==> src/rtl/carwash_timers.sv <==
// Carwash spray and soap/rinse timers sharing one free-running tick prescaler.
// Each timer is armed by its clear input, counts ticks while enabled and latches done.

module cw_timer #(
    parameter int unsigned TICKS = 30
) (
    input  logic       clk,
    input  logic       CLR,
    input  logic       clr,
    input  logic       en,
    input  logic       tick,
    output logic       done,
    output logic [7:0] remain
);

    localparam int unsigned RW = 8;

    typedef enum logic [1:0] {
        IDLE = 2'd0,
        RUN  = 2'd1,
        DONE = 2'd2
    } state_t;

    state_t        state, state_n;
    logic [RW-1:0] remain_n;
    logic          done_n;

    // State and registered outputs; reset discards all progress.
    always_ff @(posedge clk or negedge CLR) begin
        if (!CLR) begin
            state  <= IDLE;
            remain <= '0;
            done   <= 1'b0;
        end else begin
            state  <= state_n;
            remain <= remain_n;
            done   <= done_n;
        end
    end

    // Clear/arm wins over any tick; DONE holds at zero without underflow.
    always_comb begin
        state_n  = state;
        remain_n = remain;
        done_n   = done;
        if (clr) begin
            state_n  = RUN;
            remain_n = RW'(TICKS);
            done_n   = 1'b0;
        end else begin
            case (state)
                IDLE: begin
                    remain_n = '0;
                    done_n   = 1'b0;
                end
                RUN: begin
                    if (tick && en) begin
                        remain_n = remain - RW'(1);
                        if (remain == RW'(1)) begin
                            state_n = DONE;
                            done_n  = 1'b1;
                        end
                    end
                end
                DONE: begin
                    remain_n = '0;
                    done_n   = 1'b1;
                end
                default: begin
                    state_n  = IDLE;
                    remain_n = '0;
                    done_n   = 1'b0;
                end
            endcase
        end
    end

endmodule

module carwash_timers #(
    parameter int unsigned PRESCALE = 4,
    parameter int unsigned T1_TICKS = 30,
    parameter int unsigned T2_TICKS = 20
) (
    input  logic       clk,
    input  logic       CLR,
    input  logic       CLRT1,
    input  logic       CLRT2,
    input  logic       SPRAY,
    input  logic       SOAP,
    output logic       T1DONE,
    output logic       T2DONE,
    output logic [7:0] T1_REMAIN,
    output logic [7:0] T2_REMAIN,
    output logic       TICK
);

    localparam int unsigned CW = 16;

    generate
        if (PRESCALE < 2 || PRESCALE > 65535) begin : g_bad_prescale
            $error("carwash_timers: PRESCALE out of range 2..65535");
        end
        if (T1_TICKS < 1 || T1_TICKS > 255) begin : g_bad_t1
            $error("carwash_timers: T1_TICKS out of range 1..255");
        end
        if (T2_TICKS < 1 || T2_TICKS > 255) begin : g_bad_t2
            $error("carwash_timers: T2_TICKS out of range 1..255");
        end
    endgenerate

    logic [CW-1:0] pre_cnt, pre_cnt_n;

    always_comb begin
        pre_cnt_n = pre_cnt + CW'(1);
        if (pre_cnt == CW'(PRESCALE - 1)) begin
            pre_cnt_n = '0;
        end
    end

    // TICK is registered against the next count so it is high exactly while pre_cnt is at its top.
    always_ff @(posedge clk or negedge CLR) begin
        if (!CLR) begin
            pre_cnt <= '0;
            TICK    <= 1'b0;
        end else begin
            pre_cnt <= pre_cnt_n;
            TICK    <= (pre_cnt_n == CW'(PRESCALE - 1));
        end
    end

    cw_timer #(.TICKS(T1_TICKS)) u_t1 (
        .clk    (clk),
        .CLR    (CLR),
        .clr    (CLRT1),
        .en     (SPRAY),
        .tick   (TICK),
        .done   (T1DONE),
        .remain (T1_REMAIN)
    );

    cw_timer #(.TICKS(T2_TICKS)) u_t2 (
        .clk    (clk),
        .CLR    (CLR),
        .clr    (CLRT2),
        .en     (SOAP),
        .tick   (TICK),
        .done   (T2DONE),
        .remain (T2_REMAIN)
    );

endmodule

==> config.mk <==
export PLATFORM = sky130hd
export DESIGN_NAME = carwash_timers
export DESIGN_NICKNAME = d
export VERILOG_FILES = /design/src/rtl/carwash_timers.sv
export SDC_FILE = /design/constraint.sdc
export NUM_CORES = 1
export LEC_CHECK = 0
export ABC_AREA = 1
export CAP_MARGIN = 10
export CORE_ASPECT_RATIO = 1.1
export CORE_MARGIN = 8
export CORE_UTILIZATION = 30
export CTS_BUF_LIST = sky130_fd_sc_hd__clkbuf_8
export CTS_CLUSTER_DIAMETER = 50
export DETAILED_ROUTE_END_ITERATION = 8
export PLACE_DENSITY = 0.47
export SLEW_MARGIN = 20
export SYNTH_ARGS = -nofsm -noshare
export SYNTH_HDL_FRONTEND = slang
export SYNTH_HIERARCHICAL = 1
export SYNTH_SLANG_ARGS = --single-unit
==> constraint.sdc <==
create_clock -name clk -period 1.8 [get_ports clk]
set_input_delay 0.45 -clock clk [delete_from_list [all_inputs] [get_ports clk]]
set_output_delay 0.45 -clock clk [all_outputs]
set_load 0.03 [all_outputs]
---- Word level (Yosys, flattened, before mapping) ----
Index checks and enable logic that the tools add are counted.
Widths: inputs -> output; s select.
word-level totals
  output and inout port bits .............. 19
  flip-flop bits (word level) ............. 39
  word-level logic and storage cells ...... 58
cells by class
  add/subtract/negate cells ............... 3
  multiplexer cells ....................... 23
  equality and inequality tests ........... 14
  reductions and logical operators ........ 10
operators by type and width
  operator               number
  $mux 8                 6
  $eq 16x2->1 const B    2
  $add 16x1->16 const B  1
  $eq 8x1->1 const B     2
  $mux 16                1
  $sub 8x1->8 const B    2
  $mux 2                 6
  $ne 3x2->1 const B     4
  $pmux 2 s2             2
  $mux 1                 6
  $reduce_and 3->1       2
  $eq 2x1->1 const B     2
  $eq 2x2->1 const B     2
  $logic_not 2->1        2
  $ne 2x1->1 const B     2
  $pmux 1 s2             2
  $reduce_and 2->1       2
  $reduce_or 2->1        2
  $logic_and 1x1->1      2

---- Longest topological paths before layout ----
Gate-level depths: netlist of the first run.
  depth in word-level cells ............... 5
  mapped depth ............................ 11
  mapped depth without buffers ............ 11

---- Cells and area by module ----
Netlist of the first run, hierarchy kept.
by module, submodules not included
  module           cells each  area each (um2)  times used
  carwash_timers   142         1004.7           1
  cw_timer (u_t2)  90          681.9            1
  cw_timer (u_t1)  91          680.7            1

---- Worst setup path after synthesis of the first run ----
OpenSTA, ideal clock, no wires.
  path kind ............................... flip-flop to flip-flop
  start point ............................. register pre_cnt[0]
  end point ............................... register TICK
  library setup time ...................... 0.072 ns
  clock period less this slack ............ 1.390 ns
  path buffers ............................ 0
  cell stages (with the launch flop) ...... 11
  data required time ...................... 1.728 ns
  arrival ................................. 1.318 ns
  setup slack ............................. 0.410 ns
  cells stage by stage .................... dfrtp_1 ha_1 nand3_2 inv_1 nand2_2 nand2_1 nand2_1 nand3_1 nor2_1 nand3_1 nor2_1
on the way
  cells in the longest elaborated chain, start to end .. 3
  elaborated cells between the ends (all ways) .. 4
RTL lines
  what                                                 line      RTL
  from (decl)                                          112       logic [CW-1:0] pre_cnt, pre_cnt_n;
  from (signal assigned)                               127       pre_cnt <= pre_cnt_n;
  $add 16x1->16 / $eq 16x2->1 (equally long branches)  115, 116
  $mux 16 (*)                                          116       if (pre_cnt == CW'(PRESCALE - 1)) begin
  $eq 16x2->1 (*)                                      128       TICK <= (pre_cnt_n == CW'(PRESCALE - 1));
  to (signal assigned)                                 128
  to (decl)                                            95        output logic TICK
Mark *: on every way between the ends. The rest lies on a longest branch, timed or not.
A chain may end at the register's enable or synchronous reset.

---- Final worst setup path of the first run ----
  start point ............................. register u_t1.remain[5]
  end point ............................... output T1_REMAIN[5]
RTL lines
  what                    line  RTL
  from (decl)             13    output logic [7:0] remain
  from (signal assigned)  36    remain <= remain_n;
  to (decl)               93    output logic [7:0] T1_REMAIN,
No word-level cell between the ends.

==> summary.txt, run 1 <==
Outcome
  • Outcome: finished clean

Synth
  • Async set-or-reset flop fraction in the synthesized netlist: 1.000
  • Synth cell types: 25
  • Post-synth EDFFs: 0
  • Post-synthesis sequential area ratio: 0.4123
  • Synthesized instance count: 323
  • Yosys reg bits: 39
  • Synth Flop Type: dfrtp_1
  • Post-Synthesis Cell Area: 2367 µm²
  • Synth area leaders: dfrtp_1, nand2_1, nor2_1
  • Area leader, netlist: dfrtp_1
  • Share of the synthesized area in the top cell type: 0.4123
  • Net count after synthesis: 340
  • Syn avg cell area: 7.329 µm²
  • Yosys warns: 6

Run
  • Max Cap Violations: 0

Global routing
  • Maximum number of pins on one net before global-route repair: 40
  • Total grt overflow: 0
  • Met2 track demand over resource: 0.1899
  • Met1 Use GR: 0.1237
  • Grt met3 use: 0.03001
  • Initial antenna violation count: 0
  • Total Routing Usage GR: 0.1074
  • Vias in the first global route: 2069
  • First-pass GRT wire length: 9411 µm
  • Most crowded layer after global routing: met2

Worst setup path
  • Worst-path maximum fanout: 5
  • Crit path max-delay family: flip-flops
  • Crit path kind: flip-flop to output pin
  • Setup crit start kind: flip-flop
  • CP cell instances: dlygate4sd2_1
  • Crit. End Element: output pin
  • Critical Path AT: 1160 ps
  • CP max stage delay: 430 ps
  • Critical-path top delay cell: dfrtp_1
  • CP Data Required Time: 1350 ps
  • Bufs and invs on worst path: 1

Placed design
  • HPWL after detailed placement: 4047 µm
  • GP Congestion: 0.7848
  • IO buf count: 24
  • DP Area: 2780 µm²

Timing
  • Hold Fails Final Rpt: 0
  • Fmax: 0.6225 GHz
  • Slew @ Worst Pin: 379.2 ps
  • Final period util: 0.8925
  • Slew Limit Fails: 0
  • Final min period: 1607 ps
  • Clk_skew: 11.76 ps
  • Final TNS setup: 0 ps
  • Slew headroom: 0.7449
  • Setup violators final: 0
  • RSZ-0062 raised after global routing: no

Floorplan
  • Row cnt: 34
  • Die width: 100.7 µm
  • Die height: 109.2 µm
  • Effective utilization at floorplan: 0.3041
  • Core area: 7785 µm²
  • I/O pin count: 25
  • Area of the die: 10990 µm²

Detailed routing
  • DRC viols: 0
  • Initial DRC Count: 67
  • DRT Wirelength: 5274 µm
  • Antenna Nets Post-Route: 0
  • Via density per instance: 4.310
  • Via count: 2013
  • WL per Instance: 11.29 µm
  • Detailed Routing Iterations Pass 1: 4

Cells and area
  • Area growth syn-to-layout: 21.51%
  • Diodes inserted: 0
  • Fraction of layout cells with a size suffix above 1: 0.1337
  • Final instance area: 2877 µm²
  • Final nets: 375

Power and ir drop
  • Switching Power: 834.1 µW
  • Flop pwr share: 0.418
  • Worst VDD drop: 0.0004171 V
  • Clock power frac: 0.303
  • Leak Pwr: 0.001482 µW
  • Pint: 1604 µW
  • Pwr dens: 847.5 nW/µm²
  • Comb power frac: 0.279
  • Net Sw Frac: 0.3421

Clocking
  • TritonCTS clock tree: built
  • Root Driver: clkbuf_8
  • Worst-skew pair later-pin latency: 290 ps
  • Post-CTS Setup Repair Bufs: 0
  • Clock-pin slew on the worst setup and hold paths: 90 ps
  • TritonCTS Buffers: 5
  • Clk sinks: 39
  • CTS H-Tree Depth: 2
  • Clk buf depth: 2

Min path
  • Type of the tightest min-delay check: primary input to async pin
-- synth_stat cells (3+ instances only) --
cell type / number
nor2_2: 8
nand3_1: 24
ha_1: 11
dfrtp_1: 39
inv_2: 8
nand4_1: 7
o21ai_0: 6
nand2_1: 83
nor2_1: 45
a21oi_1: 11
xor2_1: 3
nand2_2: 11
o21bai_1: 4
inv_1: 44
o21ai_1: 4
-- worst paths after layout --
check / cells after the start / start / slack [ps] / to
min in group clk: 2 / u_t2/state[1]$_DFFE_PN0P_ / 510 / u_t2/state[1]$_DFFE_PN0P_
hold / removal: 2 / CLR / 120 / u_t1/remain[5]$_DFFE_PN0P_
hold reg to reg: 2 / u_t2/state[1]$_DFFE_PN0P_ / 510 / u_t2/state[1]$_DFFE_PN0P_
max in group asynchronous: 2 / CLR / 1480 / u_t2/done$_DFFE_PN0P_
setup / recovery: 1 / u_t1/remain[5]$_DFFE_PN0P_ / 190 / T1_REMAIN[5]
setup reg to reg: 9 / pre_cnt[1]$_DFF_PN0_ / 200 / TICK$_DFF_PN0_
-- power by group through the flow --
stage | Sequential [µW] | Combinational [µW] | Clock [µW]
3_5_place_dp | 1040 | 720 | 0
6_report | 1020 | 680 | 738
4_1_cts | 1020 | 693 | 782
2_1_floorplan | 1150 | 357 | 0
3_3_place_gp | 1040 | 723 | 0
5_1_grt | 1030 | 772 | 818
-- stage by stage --
stage	setup slack [ps]	total power, µW	hold slack (ps)	util	std cells
global route	44.09	2625	122.2	0.3695	467
floorplan	410.3	1509	154.4	-	323
CTS	7.205	2499	113.6	0.3689	467
detailed placement	107.4	1764	444.0	0.3571	459
global placement	111.6	1765	442.9	0.3571	459
finish	193.5	2438	116.5	0.3695	467
-- kinds of logic (layout without fill, tap and decap cells) --
family	Yosys count	in the layout	synth area share
DFF	39	39	0.4123
and+or+nand+nor	189	189	0.3642
xor gates and xnor gates	4	4	0.01480
AOI/OAI and AO/OA	27	27	0.06448
adders and majority gates	11	11	0.05814
buffers and inverters	53	89	0.08615
-- layer usage --
layer  wire length [µm]  share of wire
met1               2526           0.48
met2               2455           0.47
met3                260          0.049
met4                 31         0.0059
met5                  0              0
-- flip-flops by register name, indices dropped and copies added (netlist names) --
name and flops:
TICK 1, pre_cnt 16, u_t1/done 1, u_t1/remain 8, u_t1/state 2, u_t2/done 1
u_t2/remain 8, u_t2/state 2
-- layout by cell type, fill, tap and decap left out, types with 2 or more instances in the layout --
cell	n
clkinv_4	2
nand4_1	7
o221ai_1	2
ha_1	11
nor2_2	8
nand2_2	11
dlymetal6s2s_1	2
o21ai_0	6
inv_2	8
nor2_1	45
o21bai_1	4
clkdlybuf4s50_1	4
inv_1	44
dlygate4sd2_1	17
a21oi_1	11
nand3_1	24
nand3_2	2
buf_4	3
xor2_1	3
dfrtp_1	39
nor2_4	2
nand2_4	2
o21ai_1	4
clkbuf_8	5
nand2_1	83
nor3_1	2
-- layout make-up --
| cell class | count | area, µm² |
|---|---|---|
| clock buffer | 5 | 68.82 |
| sequential | 39 | 975.9 |
| inverter | 53 | 203.9 |
| timing repair buffer | 28 | 261.5 |
| fill | 845 | 4908 |
| clock inverter | 3 | 43.79 |
| tap | 108 | 135.1 |
| multi-input combinational | 231 | 1187 |
-- what timing repair did --
| item | 4_1_cts | 5_1_grt |
|---|---|---|
| endpoints found under the setup margin | 17 | 2 |
| gates resized for setup | 17 | 2 |
| hold buffers | 0 | 0 |
Note: power is estimated with default switching activity, not from simulation.
==> run 2, diff against run 1 <==
==> constraint.sdc (replaced) <==
create_clock -name clk -period 1.55 [get_ports clk]
set_input_delay 0.3875 -clock clk [delete_from_list [all_inputs] [get_ports clk]]
set_output_delay 0.3875 -clock clk [all_outputs]
set_load 0.03 [all_outputs]
==> run 2 against run 1 <==
  * Sequential share of layout area fell by 1.9 points
  * Design area rose by 6.2%
  * Utilization rose by 2.3 points
  * Critical path type unchanged
  * Sequential power rose by 16%
  * Final cell count rose by 4.1%
  * Critical endpoint is now T2_REMAIN[3]
  * Register-to-register slack got worse by 70 ps
  * Sequential cell count did not move
==> summary.txt, run 2 (same netlist as run 1, synthesis figures left out) <==
Timing
  • Worst hold slack: 49.09 ps (-67.37 ps)
  • Hold Fails Final Rpt: 0 (unchanged)
  • Clk_skew: 14.10 ps (+2.335 ps)
  • Final min period: 1479 ps
  • Slew headroom: 0.7284 (-0.01648)
  • Final TNS setup: 0 ps (unchanged)
  • Slew @ Worst Pin: 403.7 ps (+24.49 ps)
  • RSZ-0062 raised after global routing: no
  • Setup violators final: 0 (unchanged)
  • Slew Limit Fails: 0 (unchanged)
  • Final period util: 0.9544
  • Fmax: 0.6760 GHz

Clocking
  • Root Driver: clkbuf_8
  • Clk buf depth: 2 (unchanged)
  • Post-CTS Setup Repair Bufs: 0 (unchanged)
  • Clk sinks: 39 (unchanged)
  • TritonCTS clock tree: built
  • TritonCTS Buffers: 5 (unchanged)
  • CTS H-Tree Depth: 2 (unchanged)
  • Clock-pin slew on the worst setup and hold paths: 90 ps (about the same)
  • Worst-skew pair later-pin latency: 300 ps (about the same)
  • Hold buffers post-CTS: 0 (unchanged)

Outcome
  • Outcome: finished clean

Global routing
  • Maximum number of pins on one net before global-route repair: 40 (unchanged)
  • Vias in the first global route: 2105 (+1.7%)
  • Initial antenna violation count: 0 (unchanged)
  • Total Routing Usage GR: 0.1065 (-0.0008339)
  • First-pass GRT wire length: 9370 µm (-0.44%)
  • Total grt overflow: 0 (unchanged)

Worst setup path
  • CP max stage delay: 410 ps (-20 ps)
  • Crit path kind: flip-flop to output pin
  • CP cell instances: dlygate4sd2_1
  • Critical path depth in cells: 1 (unchanged)
  • Bufs and invs on worst path: 1 (unchanged)
  • Setup crit start kind: flip-flop
  • Critical-path top delay cell: dlygate4sd2_1
  • FF-to-FF path depth: 8 (-1)
  • Crit. End Element: output pin
  • CP Data Required Time: 1160 ps (-190 ps)
  • Worst-path maximum fanout: 3 (-2)
  • Critical Path AT: 1090 ps (-70 ps)
  • Crit path max-delay family: buffers and inverters

Cells and area
  • Biggest registers after layout: pre_cnt (16), u_t1/remain (8), u_t2/remain (8)
  • Largest register by flop count: pre_cnt
  • Number of flip-flops in the largest register: 16 (unchanged)
  • Final core occ: 0.3925 (+0.02298)
  • Fraction of layout cells with a size suffix above 1: 0.1931 (+0.05942)
  • Fin cells: 486 (+4.1%)
  • Commonest cells after routing, fill and taps aside: nand2_1, nor2_1, inv_1, dfrtp_1, nand3_1
  • Commonest non-fill, non-tap cell in the layout: nand2_1
  • Area growth syn-to-layout: 29.07%
  • Final nets: 394 (+5.1%)
  • Diodes inserted: 0 (unchanged)
  • Final instance area: 3055 µm² (+6.2%)

Power and ir drop
  • Leak Pwr: 0.001549 µW (+4.5%)
  • Worst VDD drop: 0.0003098 V (-26%)
  • Pwr dens: 962.3 nW/µm² (+14%)

Detailed routing
  • DRT Wirelength: 5398 µm (+2.4%)
  • DRC viols: 0 (unchanged)
  • Met3 routed WL: 275 µm (+5.8%)
  • Via density per instance: 4.329 (+0.43%)
  • Detailed Routing Iterations Pass 1: 4 (unchanged)
  • Met2 WL: 2627 µm (+7.0%)
  • Via count: 2104 (+4.5%)
  • Max Used Layer: met4
  • Initial DRC Count: 80 (+19%)
  • DRT met1 WL: 2393 µm (-5.3%)
  • Antenna Nets Post-Route: 0 (unchanged)
  • WL per Instance: 11.11 µm (-1.7%)

Floorplan
  • Die height: 109.2 µm (unchanged)
  • Area of the die: 10990 µm² (unchanged)
  • Effective utilization at floorplan: 0.3041 (unchanged)
  • I/O pin count: 25 (unchanged)
  • Core area: 7785 µm² (unchanged)
  • Die width: 100.7 µm (unchanged)
  • Row cnt: 34 (unchanged)

Placed design
  • DP Area: 2933 µm² (+5.5%)
  • GP Congestion: 0.8359 (+6.5%)
  • DP Cell Count: 478 (+4.1%)
  • IO buf count: 24 (unchanged)
  • HPWL after detailed placement: 4201 µm (+3.8%)

Run
  • Max Cap Violations: 0 (unchanged)

Min path
  • Type of the tightest min-delay check: primary input to async pin
[run 2: what timing repair did]
action                                 CTS  global route
pin swaps                                0             0
endpoints found under the hold margin    0             0
gates resized for setup                 19             9
setup endpoints to repair               19             5
[run 2: metrics by stage]
step,setup WS [ps],power [µW]
3_5_place_dp,-61.48,2119
4_1_cts,7.042,3012
2_1_floorplan,160.3,1752
5_1_grt,3.526,3146
3_3_place_gp,-39.74,2112
6_report,70.69,2940
[run 2: worst reg2reg max path, stage by stage (launching register included)]
cell,delay (ps)
dfrtp_1,400
buf_4,140
inv_1,90
ha_1,240
inv_2,60
nor3_2,210
nand3_1,90
nand2_1,60
nor2_1,30
[run 2: where the power goes]
part | total [µW] | leakage, µW | internal, µW | switching (µW)
Combinational | 860 | 0.000982 | 329 | 531
Sequential | 1180 | 0.000505 | 1110 | 69.2
Clock | 903 | 0.0000612 | 522 | 382
Total | 2940 | 0.00155 | 1960 | 982
[run 2: area by class of cell]
| class | instances | area (µm²) |
|---|---|---|
| sequential | 39 | 979.7 |
| inverter | 53 | 203.9 |
| timing repair buffer | 47 | 411.6 |
| tap | 108 | 135.1 |
| clock buffer | 6 | 82.58 |
| clock inverter | 2 | 35.03 |
| fill | 853 | 4730 |
| multi-input combinational | 231 | 1207 |
[run 2: per-layer routing]
layer	global-route usage	vias up
met5	0	-
met4	0.04324	0
li1	-	1119
met1	0.1221	945
met2	0.1837	31
met3	0.02874	9
[run 2: final timing paths]
kind / from / end / slack, ps
max reg2reg: u_t2/remain[1]$_DFFE_PN0P_ / u_t2/remain[6]$_DFFE_PN0P_ / 130
min in group clk: u_t2/state[0]$_DFFE_PN0P_ / u_t2/state[0]$_DFFE_PN0P_ / 500
max: u_t2/remain[3]$_DFFE_PN0P_ / T2_REMAIN[3] / 70
max in group asynchronous: CLR / pre_cnt[5]$_DFF_PN0_ / 1280
min: CLR / u_t1/remain[3]$_DFFE_PN0P_ / 50
min reg2reg: u_t2/state[0]$_DFFE_PN0P_ / u_t2/state[0]$_DFFE_PN0P_ / 500
==> RTL edit (settings of run 2) <==
The localparam `CW` goes from 16 to 8.
--- a/src/rtl/carwash_timers.sv
+++ b/src/rtl/carwash_timers.sv
@@ -95,7 +95,7 @@
     output logic       TICK
 );
 
-    localparam int unsigned CW = 16;
+    localparam int unsigned CW = 8;
 
     generate
         if (PRESCALE < 2 || PRESCALE > 65535) begin : g_bad_prescale
Formal check against the unedited RTL: no difference found for any inputs over 10 cycles, from zero or initial values; that may be too few to reach the edited logic, so the function may still have changed.
==> RTL edit against run 2 <==
Count of clock-buffer cells in the layout is 1 higher. Synthesized area shrank 22%. Synthesized cell count decreased by 25%. Cell area decreased by 20%. Sequential share of layout area down 0.40 points. Critical path depth unchanged. Combinational power fell by 0.5%. Total power decreased by 14%. Sequential cell count fell by 8. Global-route usage decreased by 0.63 points. Setup slack improved by 16 ps. Maximum frequency is 1.1% higher. Routed wire length down 25%. Largest power group unchanged.
==> RTL edit: results (changes against run 2) <==
Status: finished, final reports clean (unchanged). The share of final layout cell area taken by non-clock buffers is 16.2% (was 13.5%). The total track usage came out at 10.0% (was 10.7%). The clock-cell share of area came out at 4.09% (was 3.85%). The sequential cell count of the final layout is 31 (was 39). The detailed-routed wire length on met3 came to 200 um (was 275 um). The clock group power is 0.000703 W (was 0.000903 W). The area used by multi-input combinational logic came out at 925 um2 (was 1210 um2). The non-clock inverter total of the final layout came to 39 (was 53). The estimated wirelength of the detail-placed design was 3.12 mm (was 4.20 mm). The iteration-0 DRC count of the detailed router was 70 (was 80). The least setup slack across all paths after layout was 87.0 ps (was 70.7 ps). The synthesis-to-layout area growth came out at 32.5% (was 29.1%). The highest ir drop seen on vdd is 437 uV (was 310 uV). The multi-input combinational cell count came out at 171 (was 231). The worst-case setup slack after placement came out at -51.4 ps (was -61.5 ps). The count of clock-net buffers in the final layout is 7 (was 6). The adder-cell share of the synthesized area came out at 8.12% (was 5.81%).

Leading registers by flop count: pre_cnt x8, u_t1/remain x8, u_t2/remain x8 (was pre_cnt x16, u_t1/remain x8, u_t2/remain x8). Most used standard cells in the synthesized netlist: nand2_1, dfrtp_1, nor2_1, inv_1, nand3_1 (was nand2_1, nor2_1, inv_1, dfrtp_1, nand3_1). The synthesized-area fraction occupied by ao, oa, aoi and oai cells is 7.65% (was 6.45%). The met3 track utilization from global routing is 3.38% (was 2.87%). The met1 routed wirelength after detailed routing came out at 1.95 mm (was 2.39 mm). The fraction of layout cells with a size suffix above 1 is 21.8% (was 19.3%). The setup clock skew after layout is 2.58 ps (was 14.1 ps). The worst max-slew margin expressed relative to the limit came out at 78.4% (was 72.8%). The met1 track utilization from global routing was 12.2% (about the same). The vias after detailed routing is 1586 (was 2104). The wire length of the first global-routing pass came out at 7.31 mm (was 9.37 mm). The number of nets produced by synthesis is 259 (was 340). The routed wire length on met2 came out at 1.84 mm (was 2.63 mm). The leakage power total came out at 1.28 nW (was 1.55 nW). The average footprint of a synthesized cell is 7.67 um2 (was 7.33 um2). The number of global-route vias before repair is 1621 (was 2105). The overall power consumption came out at 0.00253 W (was 0.00294 W). The latest clock arrival within the worst-skew pair came to 280 ps (was 300 ps). The cell area after placement was 2370 um2 (was 2930 um2). The share of synthesized area occupied by flip-flops and latches came out at 41.9% (was 41.2%). The maximum number of pins on one net before global-route repair came to 32 (was 40). The number of unique standard cell types used by synthesis is 23 (was 25).
## RTL edit: cells by family (layout without fill, tap and decap cells)
kind of cell	count (synthesis)	after routing
flops	31	31
compound gates	24	24
buf+inv	39	92
xor+xnor	2	2
simple gates	133	133
fa+ha+maj	12	12
## RTL edit: how the worst min path moves through the flow
stage	startpoint	to	depth (start not counted)
2_1_floorplan	CLR	TICK$_DFF_PN0_	0
3_3_place_gp	u_t2/state[1]$_DFFE_PN0P_	u_t2/state[1]$_DFFE_PN0P_	2
3_5_place_dp	pre_cnt[0]$_DFF_PN0_	pre_cnt[0]$_DFF_PN0_	1
4_1_cts	CLR	u_t2/remain[7]$_DFFE_PN0P_	2
5_1_grt	CLR	u_t1/remain[2]$_DFFE_PN0P_	2
6_report	CLR	u_t1/remain[2]$_DFFE_PN0P_	2
## RTL edit: repair_timing
item,CTS,global route
buffers inserted,0,0
setup endpoints to repair,18,1
gates resized for setup,18,1
